## config.mk

```make
export PLATFORM = sky130hd
export DESIGN_NAME = hazard_unit_flat
export DESIGN_NICKNAME = d
export VERILOG_FILES = /design/src/rtl/hazard_unit_pkg.sv /design/src/rtl/hazard_unit_if.sv /design/src/rtl/hazard_fwd_sel.sv /design/src/rtl/hazard_unit.sv /design/src/flat_wrapper.sv
export SDC_FILE = /design/constraint.sdc
export NUM_CORES = 1
export LEC_CHECK = 0
export BUFFER_PORTS_ARGS = -buffer_cell sky130_fd_sc_hd__buf_2
export CORE_ASPECT_RATIO = 1.2
export CORE_MARGIN = 4
export CORE_UTILIZATION = 50
export DETAILED_ROUTE_END_ITERATION = 12
export PLACE_DENSITY_LB_ADDON = 0.2
export SKIP_LAST_GASP = 1
export SYNTH_ARGS = -nofsm -noshare
export SYNTH_HDL_FRONTEND = slang
export SYNTH_HIERARCHICAL = 1
export SYNTH_SLANG_ARGS = --single-unit
export TNS_END_PERCENT = 30
```

## constraint.sdc

```tcl
create_clock -name clk -period 2 [get_ports clk]
set_clock_uncertainty 0.05 [all_clocks]
set_input_delay 0.2 -clock clk [delete_from_list [all_inputs] [get_ports clk]]
set_output_delay 0.2 -clock clk [all_outputs]
set_load 0.03 [all_outputs]
```

## src/rtl/hazard_unit_pkg.sv

```systemverilog
// Shared definitions for the hazard controller: widths, forwarding encodings,
// PC register number and FSM state encoding.
package hazard_unit_pkg;

  localparam int unsigned REG_W   = 4;
  localparam int unsigned CNT_W   = 8;
  localparam int unsigned FWD_W   = 2;
  localparam int unsigned STATS_W = 16;

  localparam logic [REG_W-1:0] PC_REG = 4'd15;

  localparam logic [FWD_W-1:0] FWD_RF  = 2'b00;
  localparam logic [FWD_W-1:0] FWD_EX  = 2'b01;
  localparam logic [FWD_W-1:0] FWD_MEM = 2'b10;
  localparam logic [FWD_W-1:0] FWD_WB  = 2'b11;

  typedef enum logic [1:0] {
    ST_RUN      = 2'd0,
    ST_LU_STALL = 2'd1,
    ST_MEM_WAIT = 2'd2
  } hz_state_e;

  // A read source matches a producer that really writes a GPR (never the PC).
  function automatic logic reg_hit(input logic use_src, input logic [REG_W-1:0] src,
                                   input logic wr_en, input logic [REG_W-1:0] dst);
    return use_src & wr_en & (dst != PC_REG) & (src == dst);
  endfunction

endpackage

```

## src/rtl/hazard_unit_if.sv

```systemverilog
// Pipeline <-> hazard controller signal bundle. HAZARD_STATS_EN adds stall_count.
interface hazard_unit_if;
  import hazard_unit_pkg::*;

  logic [REG_W-1:0] id_rn, id_rm, id_rd;
  logic             id_use_rn, id_use_rm, id_use_rd;
  logic [REG_W-1:0] ex_rd;
  logic             ex_rf_en, ex_load;
  logic [REG_W-1:0] mem_rd;
  logic             mem_rf_en;
  logic [REG_W-1:0] wb_rd;
  logic             wb_rf_en;
  logic             mem_access, mem_ready;
  logic             ex_branch_taken;

  logic             cu_sel, pc_le, ifid_le, ifid_flush, pipe_hold, mem_fault;
  logic [FWD_W-1:0] fwd_a, fwd_b, fwd_c;
`ifdef HAZARD_STATS_EN
  logic [STATS_W-1:0] stall_count;
`endif

  modport master (
`ifdef HAZARD_STATS_EN
    input  stall_count,
`endif
    output id_rn, id_rm, id_rd, id_use_rn, id_use_rm, id_use_rd,
    output ex_rd, ex_rf_en, ex_load, mem_rd, mem_rf_en, wb_rd, wb_rf_en,
    output mem_access, mem_ready, ex_branch_taken,
    input  cu_sel, pc_le, ifid_le, ifid_flush, pipe_hold, mem_fault,
    input  fwd_a, fwd_b, fwd_c
  );

  modport slave (
`ifdef HAZARD_STATS_EN
    output stall_count,
`endif
    input  id_rn, id_rm, id_rd, id_use_rn, id_use_rm, id_use_rd,
    input  ex_rd, ex_rf_en, ex_load, mem_rd, mem_rf_en, wb_rd, wb_rf_en,
    input  mem_access, mem_ready, ex_branch_taken,
    output cu_sel, pc_le, ifid_le, ifid_flush, pipe_hold, mem_fault,
    output fwd_a, fwd_b, fwd_c
  );

endinterface

```

## src/rtl/hazard_fwd_sel.sv

```systemverilog
// Per-operand forwarding selector: EX (non-load) beats MEM beats WB, else regfile.
module hazard_fwd_sel
  import hazard_unit_pkg::*;
(
  input  logic             i_use,
  input  logic [REG_W-1:0] i_src,
  input  logic [REG_W-1:0] i_ex_rd,
  input  logic             i_ex_en,
  input  logic [REG_W-1:0] i_mem_rd,
  input  logic             i_mem_en,
  input  logic [REG_W-1:0] i_wb_rd,
  input  logic             i_wb_en,
  output logic [FWD_W-1:0] o_sel
);

  always_comb begin
    o_sel = FWD_RF;
    if (reg_hit(i_use, i_src, i_ex_en, i_ex_rd))        o_sel = FWD_EX;
    else if (reg_hit(i_use, i_src, i_mem_en, i_mem_rd)) o_sel = FWD_MEM;
    else if (reg_hit(i_use, i_src, i_wb_en, i_wb_rd))   o_sel = FWD_WB;
  end

endmodule

```

## src/rtl/hazard_unit.sv

```systemverilog
// 5-stage pipeline hazard controller: load-use bubbles, memory-wait freeze with
// timeout, branch flush and operand forwarding. HAZARD_STATS_EN adds stall_count.
module hazard_unit
  import hazard_unit_pkg::*;
#(
  parameter int unsigned LU_STALL_CYCLES = 1,
  parameter int unsigned MEM_TIMEOUT     = 15
) (
  input  logic         clk,
  input  logic         reset,
  hazard_unit_if.slave io_bus
);

  hz_state_e        r_state, w_state_nxt;
  logic [CNT_W-1:0] r_cnt, w_cnt_nxt, w_wait_cnt;
  logic             w_mem_wait, w_lu_hit;
  logic             w_cu_sel, w_pc_le, w_ifid_le, w_ifid_flush, w_pipe_hold, w_mem_fault;
  logic [FWD_W-1:0] w_fwd_a, w_fwd_b, w_fwd_c;

  assign w_mem_wait = io_bus.mem_access & ~io_bus.mem_ready;
  assign w_wait_cnt = (r_state == ST_MEM_WAIT) ? r_cnt : '0;
  assign w_lu_hit   = io_bus.ex_load &
                      (reg_hit(io_bus.id_use_rn, io_bus.id_rn, io_bus.ex_rf_en, io_bus.ex_rd) |
                       reg_hit(io_bus.id_use_rm, io_bus.id_rm, io_bus.ex_rf_en, io_bus.ex_rd) |
                       reg_hit(io_bus.id_use_rd, io_bus.id_rd, io_bus.ex_rf_en, io_bus.ex_rd));

  always_ff @(posedge clk) begin
    if (reset) begin
      r_state <= ST_RUN;
      r_cnt   <= '0;
    end else begin
      r_state <= w_state_nxt;
      r_cnt   <= w_cnt_nxt;
    end
  end

  // Next state and hazard outputs; priority is memory wait > branch > load-use.
  always_comb begin
    w_state_nxt  = ST_RUN;
    w_cnt_nxt    = '0;
    w_cu_sel     = 1'b0;
    w_pc_le      = 1'b1;
    w_ifid_le    = 1'b1;
    w_ifid_flush = 1'b0;
    w_pipe_hold  = 1'b0;
    w_mem_fault  = 1'b0;
    if (reset) begin
      w_state_nxt = ST_RUN;
    end else if (w_mem_wait) begin
      if (w_wait_cnt == CNT_W'(MEM_TIMEOUT - 1)) begin
        w_mem_fault = 1'b1;
      end else begin
        w_pipe_hold = 1'b1;
        w_pc_le     = 1'b0;
        w_ifid_le   = 1'b0;
        w_state_nxt = ST_MEM_WAIT;
        w_cnt_nxt   = w_wait_cnt + 8'd1;
      end
    end else if (io_bus.ex_branch_taken) begin
      w_ifid_flush = 1'b1;
      w_cu_sel     = 1'b1;
    end else if (r_state == ST_LU_STALL) begin
      w_cu_sel  = 1'b1;
      w_pc_le   = 1'b0;
      w_ifid_le = 1'b0;
      if (r_cnt > 8'd1) begin
        w_state_nxt = ST_LU_STALL;
        w_cnt_nxt   = r_cnt - 8'd1;
      end
    end else if (w_lu_hit) begin
      w_cu_sel  = 1'b1;
      w_pc_le   = 1'b0;
      w_ifid_le = 1'b0;
      if (LU_STALL_CYCLES > 1) begin
        w_state_nxt = ST_LU_STALL;
        w_cnt_nxt   = CNT_W'(LU_STALL_CYCLES - 1);
      end
    end
  end

  hazard_fwd_sel u_fwd_a (
    .i_use(io_bus.id_use_rn), .i_src(io_bus.id_rn),
    .i_ex_rd(io_bus.ex_rd), .i_ex_en(io_bus.ex_rf_en & ~io_bus.ex_load),
    .i_mem_rd(io_bus.mem_rd), .i_mem_en(io_bus.mem_rf_en),
    .i_wb_rd(io_bus.wb_rd), .i_wb_en(io_bus.wb_rf_en), .o_sel(w_fwd_a)
  );

  hazard_fwd_sel u_fwd_b (
    .i_use(io_bus.id_use_rm), .i_src(io_bus.id_rm),
    .i_ex_rd(io_bus.ex_rd), .i_ex_en(io_bus.ex_rf_en & ~io_bus.ex_load),
    .i_mem_rd(io_bus.mem_rd), .i_mem_en(io_bus.mem_rf_en),
    .i_wb_rd(io_bus.wb_rd), .i_wb_en(io_bus.wb_rf_en), .o_sel(w_fwd_b)
  );

  hazard_fwd_sel u_fwd_c (
    .i_use(io_bus.id_use_rd), .i_src(io_bus.id_rd),
    .i_ex_rd(io_bus.ex_rd), .i_ex_en(io_bus.ex_rf_en & ~io_bus.ex_load),
    .i_mem_rd(io_bus.mem_rd), .i_mem_en(io_bus.mem_rf_en),
    .i_wb_rd(io_bus.wb_rd), .i_wb_en(io_bus.wb_rf_en), .o_sel(w_fwd_c)
  );

  assign io_bus.cu_sel     = w_cu_sel;
  assign io_bus.pc_le      = w_pc_le;
  assign io_bus.ifid_le    = w_ifid_le;
  assign io_bus.ifid_flush = w_ifid_flush;
  assign io_bus.pipe_hold  = w_pipe_hold;
  assign io_bus.mem_fault  = w_mem_fault;
  assign io_bus.fwd_a      = reset ? FWD_RF : w_fwd_a;
  assign io_bus.fwd_b      = reset ? FWD_RF : w_fwd_b;
  assign io_bus.fwd_c      = reset ? FWD_RF : w_fwd_c;

`ifdef HAZARD_STATS_EN
  logic [STATS_W-1:0] r_stall_count;

  // Saturating count of cycles spent bubbling or frozen.
  always_ff @(posedge clk) begin
    if (reset) begin
      r_stall_count <= '0;
    end else if ((w_cu_sel | w_pipe_hold) && (r_stall_count != '1)) begin
      r_stall_count <= r_stall_count + 16'd1;
    end
  end

  assign io_bus.stall_count = reset ? '0 : r_stall_count;
`endif

endmodule

```

## src/flat_wrapper.sv

```systemverilog
// flat-port wrapper written by rule: the top's interface ports become plain ports
module hazard_unit_flat import hazard_unit_pkg::*;
#(
  parameter int unsigned LU_STALL_CYCLES = 1,
  parameter int unsigned MEM_TIMEOUT     = 15
)
  (clk, reset, io_bus_id_rn, io_bus_id_rm, io_bus_id_rd, io_bus_id_use_rn, io_bus_id_use_rm, io_bus_id_use_rd, io_bus_ex_rd, io_bus_ex_rf_en, io_bus_ex_load, io_bus_mem_rd, io_bus_mem_rf_en, io_bus_wb_rd, io_bus_wb_rf_en, io_bus_mem_access, io_bus_mem_ready, io_bus_ex_branch_taken, io_bus_cu_sel, io_bus_pc_le, io_bus_ifid_le, io_bus_ifid_flush, io_bus_pipe_hold, io_bus_mem_fault, io_bus_fwd_a, io_bus_fwd_b, io_bus_fwd_c);
  hazard_unit_if io_bus_i ();
  input  logic clk;
  input  logic reset;
  input wire logic [$bits(io_bus_i.id_rn)-1:0] io_bus_id_rn;
  input wire logic [$bits(io_bus_i.id_rm)-1:0] io_bus_id_rm;
  input wire logic [$bits(io_bus_i.id_rd)-1:0] io_bus_id_rd;
  input wire logic [$bits(io_bus_i.id_use_rn)-1:0] io_bus_id_use_rn;
  input wire logic [$bits(io_bus_i.id_use_rm)-1:0] io_bus_id_use_rm;
  input wire logic [$bits(io_bus_i.id_use_rd)-1:0] io_bus_id_use_rd;
  input wire logic [$bits(io_bus_i.ex_rd)-1:0] io_bus_ex_rd;
  input wire logic [$bits(io_bus_i.ex_rf_en)-1:0] io_bus_ex_rf_en;
  input wire logic [$bits(io_bus_i.ex_load)-1:0] io_bus_ex_load;
  input wire logic [$bits(io_bus_i.mem_rd)-1:0] io_bus_mem_rd;
  input wire logic [$bits(io_bus_i.mem_rf_en)-1:0] io_bus_mem_rf_en;
  input wire logic [$bits(io_bus_i.wb_rd)-1:0] io_bus_wb_rd;
  input wire logic [$bits(io_bus_i.wb_rf_en)-1:0] io_bus_wb_rf_en;
  input wire logic [$bits(io_bus_i.mem_access)-1:0] io_bus_mem_access;
  input wire logic [$bits(io_bus_i.mem_ready)-1:0] io_bus_mem_ready;
  input wire logic [$bits(io_bus_i.ex_branch_taken)-1:0] io_bus_ex_branch_taken;
  output wire logic [$bits(io_bus_i.cu_sel)-1:0] io_bus_cu_sel;
  output wire logic [$bits(io_bus_i.pc_le)-1:0] io_bus_pc_le;
  output wire logic [$bits(io_bus_i.ifid_le)-1:0] io_bus_ifid_le;
  output wire logic [$bits(io_bus_i.ifid_flush)-1:0] io_bus_ifid_flush;
  output wire logic [$bits(io_bus_i.pipe_hold)-1:0] io_bus_pipe_hold;
  output wire logic [$bits(io_bus_i.mem_fault)-1:0] io_bus_mem_fault;
  output wire logic [$bits(io_bus_i.fwd_a)-1:0] io_bus_fwd_a;
  output wire logic [$bits(io_bus_i.fwd_b)-1:0] io_bus_fwd_b;
  output wire logic [$bits(io_bus_i.fwd_c)-1:0] io_bus_fwd_c;
  assign io_bus_i.id_rn = io_bus_id_rn;
  assign io_bus_i.id_rm = io_bus_id_rm;
  assign io_bus_i.id_rd = io_bus_id_rd;
  assign io_bus_i.id_use_rn = io_bus_id_use_rn;
  assign io_bus_i.id_use_rm = io_bus_id_use_rm;
  assign io_bus_i.id_use_rd = io_bus_id_use_rd;
  assign io_bus_i.ex_rd = io_bus_ex_rd;
  assign io_bus_i.ex_rf_en = io_bus_ex_rf_en;
  assign io_bus_i.ex_load = io_bus_ex_load;
  assign io_bus_i.mem_rd = io_bus_mem_rd;
  assign io_bus_i.mem_rf_en = io_bus_mem_rf_en;
  assign io_bus_i.wb_rd = io_bus_wb_rd;
  assign io_bus_i.wb_rf_en = io_bus_wb_rf_en;
  assign io_bus_i.mem_access = io_bus_mem_access;
  assign io_bus_i.mem_ready = io_bus_mem_ready;
  assign io_bus_i.ex_branch_taken = io_bus_ex_branch_taken;
  assign io_bus_cu_sel = io_bus_i.cu_sel;
  assign io_bus_pc_le = io_bus_i.pc_le;
  assign io_bus_ifid_le = io_bus_i.ifid_le;
  assign io_bus_ifid_flush = io_bus_i.ifid_flush;
  assign io_bus_pipe_hold = io_bus_i.pipe_hold;
  assign io_bus_mem_fault = io_bus_i.mem_fault;
  assign io_bus_fwd_a = io_bus_i.fwd_a;
  assign io_bus_fwd_b = io_bus_i.fwd_b;
  assign io_bus_fwd_c = io_bus_i.fwd_c;
  hazard_unit #(.LU_STALL_CYCLES(LU_STALL_CYCLES), .MEM_TIMEOUT(MEM_TIMEOUT)) u_core (.clk(clk), .reset(reset), .io_bus(io_bus_i));
endmodule
```

==> metrics.md <==
| Metric | Value |
|---|---|
| Full die area | 0.00417 mm^2 |
| Post-Route WL | 5.12 mm |
| Clock-pin slew on the worst setup and hold paths | 0.07 ns |
| Vias after detailed routing | 1920 |
| Final worst path period share | 0.999 |
| Footprint of the multi-input gates | 0.00141 mm^2 |
| Largest net degree at the start of global routing | 11 |
| Sequential cell area | 209 um^2 |
| Antenna diode count | 0 |
| Count of different cell masters after synthesis | 52 |
| WHS Path Cells | 3 |
| RSZ-0062 raised after global routing | true |
| Violation count after the first detailed-routing iteration | 150 |
| Maxcap violations | 0 |
| Share of the yosys chip area belonging to registers | 0.125 |
| Count of final hold-check violations | 0 |
| Number of standard cells after synthesis | 217 |
| Final weighted congestion of routability-driven global placement | 0.924 |
| Reg-to-reg critical path endpoint | u_core/r_cnt[7]$_SDFF_PP0_ |
| Fin Setup TNS | 0 ns |
| Min-Delay Path Class | in -> reg |
| Syn Nets | 257 |
| Total of warnings raised by yosys | 6 |
| Start of the worst register-to-register path | u_core/r_cnt[4]$_SDFF_PP0_ |
| Minimum period implied by the final worst setup slack | 2.00 ns |
| Total congestion overflow | 0 |
| Highest clock frequency the design can meet | 500 MHz |
| Aggregate global-route resource usage | 0.248 |
| Number of enable flip-flop cells after synthesis | 0 |
| Core outline area | 0.00306 mm^2 |
| Bufs on Longest Clock Path | 2 |
| Critical Path End Type | output port |
| Worst-path cell chain | buf_12 -> and2b_1 -> or4_4 -> a2111oi_4 -> o21ai_1 -> nor2b_1 -> buf_4 |
| Setup crit start kind | primary input |
| Total Nets Final | 332 |
| # rows | 22 |
| Layout overhead on the synthesized area | 39.2% |
| Slew at the pin closest to its max-slew limit | 0.632 ns |
| Initial Utilization | 0.523 |
| Via count of the first global-routing pass | 1891 |
| Global-route wire length before repair | 8.20 mm |
| Antenna violations before repair | 0 |
| Later-pin clock latency in the skew report | 0.26 ns |
| Setup Crit Path Kind | in -> out |
| Ratio of cells with drive above 1 in the final layout | 0.362 |
| Largest stage delay on the critical path | 0.55 ns |
| Die Y-Extent | 70.0 um |
| Slowest stage cell, crit path | or4_4 |
| Number of pins with negative max-slew slack in the final report | 0 |
| Power per Cell Area | 293 mW/mm^2 |
| Die Wd | 59.6 um |
| Post-synthesis instance area | 0.00160 mm^2 |
| Via count normalized by instance count | 5.89 |
| Fraction of registers with async set or reset after synthesis | 0 |
| Hold path startpoint | io_bus_mem_ready |
| Remaining routing DRC violations | 0 |
| Relative slew slack | 0.575 |
| Number of cells traversed by the worst register-to-register path | 7 |
| Hold path endpoint | u_core/r_cnt[0]$_SDFF_PP0_ |
| Register bit count reported by yosys | 10 |
| Worst R2R Setup Slack | 0.02 ns |
| Result of the run | complete, no violations |
| TritonCTS clock tree | yes |
| VDD IR max | 300 uV |
| Number of iterations in the first detailed-routing pass | 4 |
| Top Ports | 48 |
| Leakage Power | 1.02 nW |
| Filler Cells Inserted | 241 |
| HPWL after detailed placement | 3.76 mm |
| Fin worst setup slack | 0.00163 ns |
| Syn avg cell area | 7.37 um^2 |
| Post-Place Setup Slack | -0.135 ns |
| Number of sinks driven by the clock tree | 10 |
| Total setup violations reported at the end of the flow | 0 |
| Per-cell routed wire length | 15.7 um |
| Flip-flop cell with the highest count after synthesis | dfxtp_1 |
| Worst EP required | 1.75 ns |
| Total CTS buffers | 3 |
| Master cell of the clock root buffer | clkbuf_4 |
| Number of buffers inserted by port buffering | 47 |
| Count of antenna-violating nets left after detailed routing | 0 |
| Top fanout value on the critical path | 8 |
| Arrival @ worst endpoint | 1.75 ns |
| Final cell utilization of the core | 0.729 |
| H-tree lvl count | 1 |
-- worst max-delay path by stage --
stage	from	endpoint	slack (ns)	cells past startpoint
after global routing	io_bus_mem_rd[3]	io_bus_fwd_a[0]	-0.06	7
after global placement	io_bus_mem_rd[3]	io_bus_fwd_c[1]	-0.09	7
after detailed placement	io_bus_mem_rd[3]	io_bus_fwd_b[0]	-0.14	7
after CTS	io_bus_mem_rd[3]	io_bus_fwd_c[1]	-0.02	7
after floorplan	io_bus_mem_rd[3]	io_bus_fwd_a[1]	-0.03	5
final	io_bus_mem_rd[3]	io_bus_fwd_a[0]	0.002	7
-- metal layers --
layer  routed length, um  track usage  up-vias  share of wire
met2                2840        0.473       72           0.55
met4                  90       0.0788        0          0.018
li1                    -            -      942              -
met3                 224       0.0277       12          0.044
met1                1960        0.270      894           0.38
met5                   0            0        -              0
-- cells by family after synthesis --
family | Yosys count | synth area share
AO/OA/AOI/OAI | 52 | 0.225
XOR/XNOR | 38 | 0.208
adder cells (fa/ha/maj) | 4 | 0.0313
flip-flops | 10 | 0.125
buffers and inverters | 17 | 0.0477
multiplexers | 1 | 0.00704
AND/OR/NAND/NOR | 95 | 0.355
-- stage by stage --
step	power, mW	std cells	instance area [um^2]	hold slack [ns]
final	0.653	326	2230	0.265
after detailed placement	0.483	315	2010	0.510
after CTS	0.634	322	2130	0.251
after floorplan	0.351	217	1620	0.402
after global placement	0.478	315	2010	0.498
after global routing	0.690	326	2230	0.288
-- Yosys cell counts (4+ instances only) --
master / count / area share
inv_1: 13 / 0.031
nor2b_1: 14 / 0.055
xnor2_1: 8 / 0.044
nand4_1: 6 / 0.023
o21ai_1: 7 / 0.022
o21ai_0: 4 / 0.013
ha_1: 4 / 0.031
a31oi_1: 8 / 0.031
nand2_1: 24 / 0.056
a21oi_1: 6 / 0.019
xor2_1: 30 / 0.16
nor2_1: 11 / 0.026
nor3_1: 6 / 0.019
nand3_1: 5 / 0.016
dfxtp_1: 10 / 0.13
-- cell usage in the layout (no fill, tap or decap), types with 3 or more instances in the layout --
| cell type | count |
|---|---|
| a21boi_1 | 3 |
| and2_1 | 3 |
| xor2_1 | 30 |
| o22ai_1 | 3 |
| nor2_1 | 11 |
| xnor2_1 | 8 |
| a2111o_1 | 3 |
| buf_2 | 37 |
| nand2_1 | 24 |
| and2b_1 | 3 |
| o21ai_0 | 4 |
| inv_1 | 10 |
| o21ai_1 | 7 |
| nand4_1 | 6 |
| dfxtp_1 | 5 |
| buf_4 | 32 |
| nor3_1 | 5 |
| nor4_1 | 3 |
| dfxtp_2 | 4 |
| nand3_1 | 4 |
| a31oi_1 | 8 |
| clkbuf_4 | 3 |
| ha_1 | 3 |
| o21a_1 | 3 |
| a21oi_1 | 6 |
| or4_4 | 3 |
| o2111ai_1 | 3 |
| nor2b_1 | 14 |
| buf_6 | 3 |
-- sequential cells by signal (all words and copies together) (netlist names) --
name	flops
u_core/r_state	2
u_core/r_cnt	8
-- worst max-delay path: cells and delay by family --
kind,cells,cell delay [ns]
simple gates,3,0.85
compound gates,2,0.43
buf+inv,2,0.26
-- final cells by class --
| class | count | area share |
|---|---|---|
| multi-input combinational | 190 | 0.635 |
| timing repair buffer | 73 | 0.215 |
| sequential | 10 | 0.0939 |
| inverter | 14 | 0.0259 |
| tap | 36 | 0.0202 |
| clock buffer | 3 | 0.0101 |
-- where the power goes --
part,switching [mW],internal [mW],total (mW),leakage (nW)
combinational,0.174,0.134,0.308,0.919
sequential,0.00353,0.200,0.204,0.0837
clock,0.0723,0.0695,0.142,0.0138
total,0.250,0.404,0.653,1.02
-- repair_timing --
item                       4_1_cts  5_1_grt
pin swaps                        4       11
gates resized for setup         25       14
setup buffers                    4        4
setup endpoints to repair        8       11
hold buffers                     0        0
No activity file was read; power rests on OpenSTA's default activity.
